`src/rtl/ex_muldiv_unit_if.sv`:
```
// Handshake/bus bundle between the ID/EX pipeline register, the hazard unit and the EX-stage mul/div unit.
interface ex_muldiv_unit_if #(
    parameter int WIDTH = 32
);
    logic [2:0]       MD_Op_E;
    logic [WIDTH-1:0] SrcA_E;
    logic [WIDTH-1:0] SrcB_E;
    logic             MD_Read_E;
    logic             MD_Stall;
    logic             MD_Busy;
    logic [WIDTH-1:0] HI_E;
    logic [WIDTH-1:0] LO_E;
    logic             DivZero;

    modport master (
        output MD_Op_E, SrcA_E, SrcB_E, MD_Read_E,
        input  MD_Stall, MD_Busy, HI_E, LO_E, DivZero
    );

    modport slave (
        input  MD_Op_E, SrcA_E, SrcB_E, MD_Read_E,
        output MD_Stall, MD_Busy, HI_E, LO_E, DivZero
    );
endinterface

```
`src/rtl/ex_muldiv_unit.sv`:
```
// Iterative multiply/divide unit with architectural HI/LO; MULDIV_FAST_MUL_EN selects a single-cycle multiplier.
// state | meaning
// IDLE  | HI/LO stable, accepts MULT/MULTU/DIV/DIVU start and MTHI/MTLO writes
// ITER  | one shift-add or restoring-subtract step per cycle, WIDTH steps
// FIX   | sign fixup, HI/LO write, DivZero pulse, busy drops
module ex_muldiv_unit #(
    parameter int WIDTH = 32
) (
    input  logic                  clk,
    input  logic                  rst_n,
    ex_muldiv_unit_if.slave       md
);
    localparam int CW = $clog2(WIDTH + 1);

    typedef enum logic [1:0] {S_IDLE, S_ITER, S_FIX} state_t;

    state_t               state_q;
    logic [CW-1:0]        cnt_q;
    logic [WIDTH-1:0]     m_q, src_a_q, hi_q, lo_q;
    logic [2*WIDTH-1:0]   p_q;
    logic                 div_q, qneg_q, rneg_q, dz_q, busy_q, divzero_q;

    logic                 op_mul, op_div, op_signed, a_neg, b_neg;
    logic [WIDTH-1:0]     abs_a, abs_b, quot_fix, rem_fix;
    logic [WIDTH:0]       mul_sum, div_rs, div_diff;
    logic [2*WIDTH-1:0]   p_step, prod_fix;

    always_comb begin
        op_mul    = (md.MD_Op_E == 3'd1) || (md.MD_Op_E == 3'd2);
        op_div    = (md.MD_Op_E == 3'd3) || (md.MD_Op_E == 3'd4);
        op_signed = (md.MD_Op_E == 3'd1) || (md.MD_Op_E == 3'd3);
        a_neg     = op_signed & md.SrcA_E[WIDTH-1];
        b_neg     = op_signed & md.SrcB_E[WIDTH-1];
        abs_a     = a_neg ? -md.SrcA_E : md.SrcA_E;
        abs_b     = b_neg ? -md.SrcB_E : md.SrcB_E;

        // P holds {acc, multiplier} for multiply and {remainder, dividend/quotient} for divide
        mul_sum   = {1'b0, p_q[2*WIDTH-1:WIDTH]} + {1'b0, m_q};
        div_rs    = {p_q[2*WIDTH-1:WIDTH], p_q[WIDTH-1]};
        div_diff  = div_rs - {1'b0, m_q};
        if (div_q)
            p_step = div_diff[WIDTH] ? {div_rs[WIDTH-1:0], p_q[WIDTH-2:0], 1'b0}
                                     : {div_diff[WIDTH-1:0], p_q[WIDTH-2:0], 1'b1};
        else
            p_step = p_q[0] ? {mul_sum, p_q[WIDTH-1:1]} : {1'b0, p_q[2*WIDTH-1:1]};

        prod_fix  = qneg_q ? -p_q : p_q;
        quot_fix  = qneg_q ? -p_q[WIDTH-1:0] : p_q[WIDTH-1:0];
        rem_fix   = rneg_q ? -p_q[2*WIDTH-1:WIDTH] : p_q[2*WIDTH-1:WIDTH];
    end

    always_ff @(posedge clk or negedge rst_n) begin
        if (!rst_n) begin
            state_q   <= S_IDLE;
            cnt_q     <= '0;
            m_q       <= '0;
            src_a_q   <= '0;
            hi_q      <= '0;
            lo_q      <= '0;
            p_q       <= '0;
            div_q     <= 1'b0;
            qneg_q    <= 1'b0;
            rneg_q    <= 1'b0;
            dz_q      <= 1'b0;
            busy_q    <= 1'b0;
            divzero_q <= 1'b0;
        end else begin
            divzero_q <= 1'b0;
            case (state_q)
                S_IDLE: begin
                    if (op_mul || op_div) begin
                        busy_q  <= 1'b1;
                        div_q   <= op_div;
                        qneg_q  <= a_neg ^ b_neg;
                        rneg_q  <= a_neg;
                        dz_q    <= op_div && (md.SrcB_E == '0);
                        src_a_q <= md.SrcA_E;
                        cnt_q   <= '0;
                        if (op_div) begin
                            m_q     <= abs_b;
                            p_q     <= {{WIDTH{1'b0}}, abs_a};
                            state_q <= S_ITER;
                        end else begin
`ifdef MULDIV_FAST_MUL_EN
                            m_q     <= abs_a;
                            p_q     <= {{WIDTH{1'b0}}, abs_a} * {{WIDTH{1'b0}}, abs_b};
                            state_q <= S_FIX;
`else
                            m_q     <= abs_a;
                            p_q     <= {{WIDTH{1'b0}}, abs_b};
                            state_q <= S_ITER;
`endif
                        end
                    end else if (md.MD_Op_E == 3'd5) begin
                        hi_q <= md.SrcA_E;
                    end else if (md.MD_Op_E == 3'd6) begin
                        lo_q <= md.SrcA_E;
                    end
                end
                S_ITER: begin
                    p_q   <= p_step;
                    cnt_q <= cnt_q + 1'b1;
                    if (cnt_q == CW'(WIDTH - 1))
                        state_q <= S_FIX;
                end
                S_FIX: begin
                    busy_q  <= 1'b0;
                    state_q <= S_IDLE;
                    if (!div_q) begin
                        {hi_q, lo_q} <= prod_fix;
                    end else if (dz_q) begin
                        lo_q      <= '1;
                        hi_q      <= src_a_q;
                        divzero_q <= 1'b1;
                    end else begin
                        lo_q <= quot_fix;
                        hi_q <= rem_fix;
                    end
                end
                default: state_q <= S_IDLE;
            endcase
        end
    end

    assign md.MD_Stall = busy_q && ((md.MD_Op_E != 3'd0 && md.MD_Op_E != 3'd7) || md.MD_Read_E);
    assign md.MD_Busy  = busy_q;
    assign md.HI_E     = hi_q;
    assign md.LO_E     = lo_q;
    assign md.DivZero  = divzero_q;
endmodule
```
`src/flat_wrapper.sv`:
```
// flat-port wrapper written by rule: the top's interface ports become plain ports
module ex_muldiv_unit_flat 
#(
    parameter int WIDTH = 32
)
  (clk, rst_n, md_MD_Op_E, md_SrcA_E, md_SrcB_E, md_MD_Read_E, md_MD_Stall, md_MD_Busy, md_HI_E, md_LO_E, md_DivZero);
  ex_muldiv_unit_if #(.WIDTH(WIDTH)) md_i ();
  input  logic clk;
  input  logic rst_n;
  input wire logic [$bits(md_i.MD_Op_E)-1:0] md_MD_Op_E;
  input wire logic [$bits(md_i.SrcA_E)-1:0] md_SrcA_E;
  input wire logic [$bits(md_i.SrcB_E)-1:0] md_SrcB_E;
  input wire logic [$bits(md_i.MD_Read_E)-1:0] md_MD_Read_E;
  output wire logic [$bits(md_i.MD_Stall)-1:0] md_MD_Stall;
  output wire logic [$bits(md_i.MD_Busy)-1:0] md_MD_Busy;
  output wire logic [$bits(md_i.HI_E)-1:0] md_HI_E;
  output wire logic [$bits(md_i.LO_E)-1:0] md_LO_E;
  output wire logic [$bits(md_i.DivZero)-1:0] md_DivZero;
  assign md_i.MD_Op_E = md_MD_Op_E;
  assign md_i.SrcA_E = md_SrcA_E;
  assign md_i.SrcB_E = md_SrcB_E;
  assign md_i.MD_Read_E = md_MD_Read_E;
  assign md_MD_Stall = md_i.MD_Stall;
  assign md_MD_Busy = md_i.MD_Busy;
  assign md_HI_E = md_i.HI_E;
  assign md_LO_E = md_i.LO_E;
  assign md_DivZero = md_i.DivZero;
  ex_muldiv_unit #(.WIDTH(WIDTH)) u_core (.clk(clk), .rst_n(rst_n), .md(md_i));
endmodule
```
`config.mk`:
```
export PLATFORM = sky130hd
export DESIGN_NAME = ex_muldiv_unit_flat
export DESIGN_NICKNAME = d
export VERILOG_FILES = /design/src/rtl/ex_muldiv_unit_if.sv /design/src/rtl/ex_muldiv_unit.sv /design/src/flat_wrapper.sv
export SDC_FILE = /design/constraint.sdc
export NUM_CORES = 1
export LEC_CHECK = 0
export ABC_AREA = 1
export CORE_MARGIN = 2
export CORE_UTILIZATION = 45
export CTS_CLUSTER_SIZE = 24
export DETAILED_ROUTE_END_ITERATION = 10
export SLEW_MARGIN = 15
export SYNTH_ARGS = -nofsm -noshare
export SYNTH_HDL_FRONTEND = slang
export SYNTH_SLANG_ARGS = --single-unit
```
`constraint.sdc`:
```
create_clock -name clk -period 6.35 [get_ports clk]
set_input_delay 0.9525 -clock clk [delete_from_list [all_inputs] [get_ports clk]]
set_output_delay 0.9525 -clock clk [all_outputs]
set_load 0.03 [all_outputs]
```
==> results.py <==
metrics = {
    "run_status": {
        "outcome": "completed",
    },
    "sta": {
        "timing.fmax_mhz": 262,
        "worst-slew-pin-transition_ns": 1.11,
        "finalSetupViolCount": 0,
        "period_share": 0.602,
        "relSlewSlack": 0.262,
        "min_period_ns": 3.82,
        "tns_ns": 0,
        "finalMaxSlewViolations": 0,
        "hold_viol": 0,
        "skew_ns": 0.0198,
        "rsz0062_at_grt": "no",
    },
    "floorplan": {
        "die_w_um": 216,
        "die_height_um": 216,
        "die_area_um2": 46700,
        "start_util": 0.457,
        "rows": 77,
        "io_pins": 137,
        "core-area_um2": 44300,
    },
    "routing": {
        "wl_um": 95900,
        "drt_first_pass_iters": 8,
        "via_per_inst": 5.91,
        "route.detailed.drc": 0,
        "drt_iter0_drc": 3049,
        "ant_nets": 0,
        "vias": 24380,
        "wl_per_cell_um": 23.2,
    },
    "cts": {
        "clkTransAtPathRegs_ns": 0.07,
        "postCtsHoldBufs": 0,
        "clock_latency_ns": 0.60,
        "htree_num_levels": 1,
        "numCtsBuffers": 26,
        "cts_tree": "built",
        "clockBufferDepth": 3,
        "cts_root_buf": "clkbuf_16",
        "post_cts_buffers": 0,
        "cts_resized": 0,
        "clock_sinks": 206,
    },
    "synth": {
        "synth.distinct_cells": 52,
        "synth-async-reset-ratio": 1.00,
        "ys_seq_elements": 206,
        "syn-num-nets": 3601,
        "ys_seq_area_frac": 0.254,
        "syn-instance-count": 3460,
        "netlist_area_um2": 20300,
        "synth-edff-count": 0,
        "yosys_warnings": 0,
        "ys.flop_type": "dfrtp_1",
        "syn_area_per_cell_um2": 5.86,
    },
    "critical_path": {
        "cp-end-kind": "flip-flop",
        "arrival_ns": 4.29,
        "reg2reg_from": "u_core.p_q[32]",
        "path_max_fanout": 44,
        "startpoint": "u_core.p_q[32]",
        "critPathKind": "flip-flop to flip-flop",
        "cp.required_ns": 6.82,
        "start_kind": "flip-flop",
    },
    "cells_and_area": {
        "areaGrowthSynthToFinish_pct": 12.9,
        "nNetsFinal": 3654,
        "drive_gt1_frac": 0.0427,
    },
    "flow_run": {
        "cap_viol_max_count": 0,
    },
    "power": {
        "power.total_w": 0.0137,
        "p_per_area_nw_per_um2": 599,
        "irDropWorstVdd_mv": 0.303,
        "p_leak_nw": 11.1,
    },
    "global_route": {
        "grt_max_degree": 120,
        "grt_use_total": 0.403,
        "grt_pass1_vias": 22636,
        "grt_pass1_wl_um": 142000,
        "grt_overflow": 0,
        "antenna_found_initial": 2,
    },
    "placed_design": {
        "gp_congestion": 1.14,
        "hpwlAfterDp_um": 75800,
        "port_buffers": 136,
    },
    "worst_hold_path": {
        "hp-class": "primary input to asynchronous set/reset pin",
    },
}
final timing paths:
check,end,slack (ns),cells past startpoint
worst max-delay path,u_core.p_q[40],2.53,18
worst min-delay path,u_core.m_q[27],0.42,1
worst max register to register,u_core.p_q[40],2.53,18
worst min register to register,u_core.src_a_q[9],0.49,2
max in group asynchronous,u_core.md.LO_E[2],4.41,2
min in group clk,u_core.src_a_q[9],0.49,2
layer usage:
metal	global-route usage	up-vias	routed length, um
met5	0	-	9
met4	0.211	2	6320
met3	0.0975	267	10900
met2	0.620	1497	41100
met1	0.525	11363	37600
li1	-	11251	-
report_power, final:
group | switching (W) | internal [W] | leakage [nW]
clock | 0.000688 | 0.000872 | 0.421
sequential | 0.000936 | 0.00184 | 2.43
combinational | 0.00641 | 0.00296 | 8.29
layout make-up:
| type | count | area (um^2) |
|---|---|---|
| clock inverters | 14 | 144 |
| multi-input cells | 2707 | 13000 |
| repair buffers | 157 | 1520 |
| fillers | 4644 | 21400 |
| flip-flops and latches | 206 | 5160 |
| inverters | 415 | 1560 |
| well taps | 592 | 741 |
| diodes | 2 | 5.00 |
| clock buffers | 34 | 741 |
critical path, cell delays in order, from the launching register on:
cell	delay [ns]
dfrtp_1	0.48
clkinv_1	0.35
fa_1	0.55
inv_1	0.10
nand2_1	0.07
nand2_1	0.10
nand3_1	0.10
nand2_2	0.13
nand2_1	0.07
nand2_1	0.10
nand2_1	0.13
nand2_1	0.10
nand2_2	0.18
nand2_4	0.56
inv_2	0.28
nand2_1	0.12
nand3_1	0.10
nand2_1	0.08
nand2_1	0.05
synth_stat cells, drive strengths merged, types with 2 or more instances:
cell    number  area (um^2)
nor2       473         1850
inv        411         1540
nand3b      15          113
nand4       36          225
ha          69          863
dfrtp      206         5150
nand3      349         1760
o21ai      228         1180
fa           2         40.0
nand2     1077         4090
o21bai       7         52.6
and2         5         31.3
a22oi        8         60.1
clkbuf      89          334
buf         43          231
o211ai      35          263
clkinv       4         15.0
or2         12         75.1
nor3        21          115
xnor2       12          105
o22a         3         26.3
o32a         4         40.0
a21o         2         15.0
a21oi      246         1240
o22ai        3         18.8
xor2        66          578
o221ai       7         61.3
a31oi        9         56.3
o21a         2         15.0
o31ai        5         37.5
nor4         4         25.0
cells by family (layout without fill, tap and decap cells):
group           after synthesis  in the layout  synth area share
fa+ha+maj                    71             71            0.0446
buf+inv                     547            620             0.105
simple gates               1994           1994             0.409
flops                       206            206             0.254
xor+xnor                     78             78            0.0337
other cells                   0              2                 0
compound gates              564            564             0.154
cells in the final DEF (no fill, tap or decap), types with 16 or more instances in the layout:
cell and count:
dfrtp_1 204, nand4_1 36, buf_4 21, nor3_1 19, nor2_1 455, xor2_1 66
nand3_1 346, o21ai_0 205, clkdlybuf4s50_1 135, ha_1 69, inv_1 396, inv_2 16
a21oi_1 243, o211ai_1 35, clkbuf_16 26, nand2_1 1062
metrics by stage:
step	hold WS, ns	cell area (um^2)	std cells	utilization	setup WS [ns]
6_report	0.415	22900	4127	0.516	2.53
5_1_grt	0.505	22900	4126	0.516	2.29
4_1_cts	0.484	22900	4125	0.516	2.62
3_5_place_dp	0.468	22000	4077	0.496	2.40
3_3_place_gp	0.463	22000	4077	0.496	2.44
2_1_floorplan	0.448	20300	3460	-	3.79
state kept, by name, summed over array words and instances (netlist names):
register           count
u_core.dz_q            1
u_core.qneg_q          1
u_core.md.DivZero      1
u_core.m_q            32
u_core.cnt_q           6
u_core.div_q           1
u_core.src_a_q        32
u_core.md.HI_E        32
u_core.p_q            64
u_core.md.LO_E        32
u_core.md.MD_Busy      1
u_core.state_q         2
u_core.rneg_q          1
(Power assumes the default switching activity.)
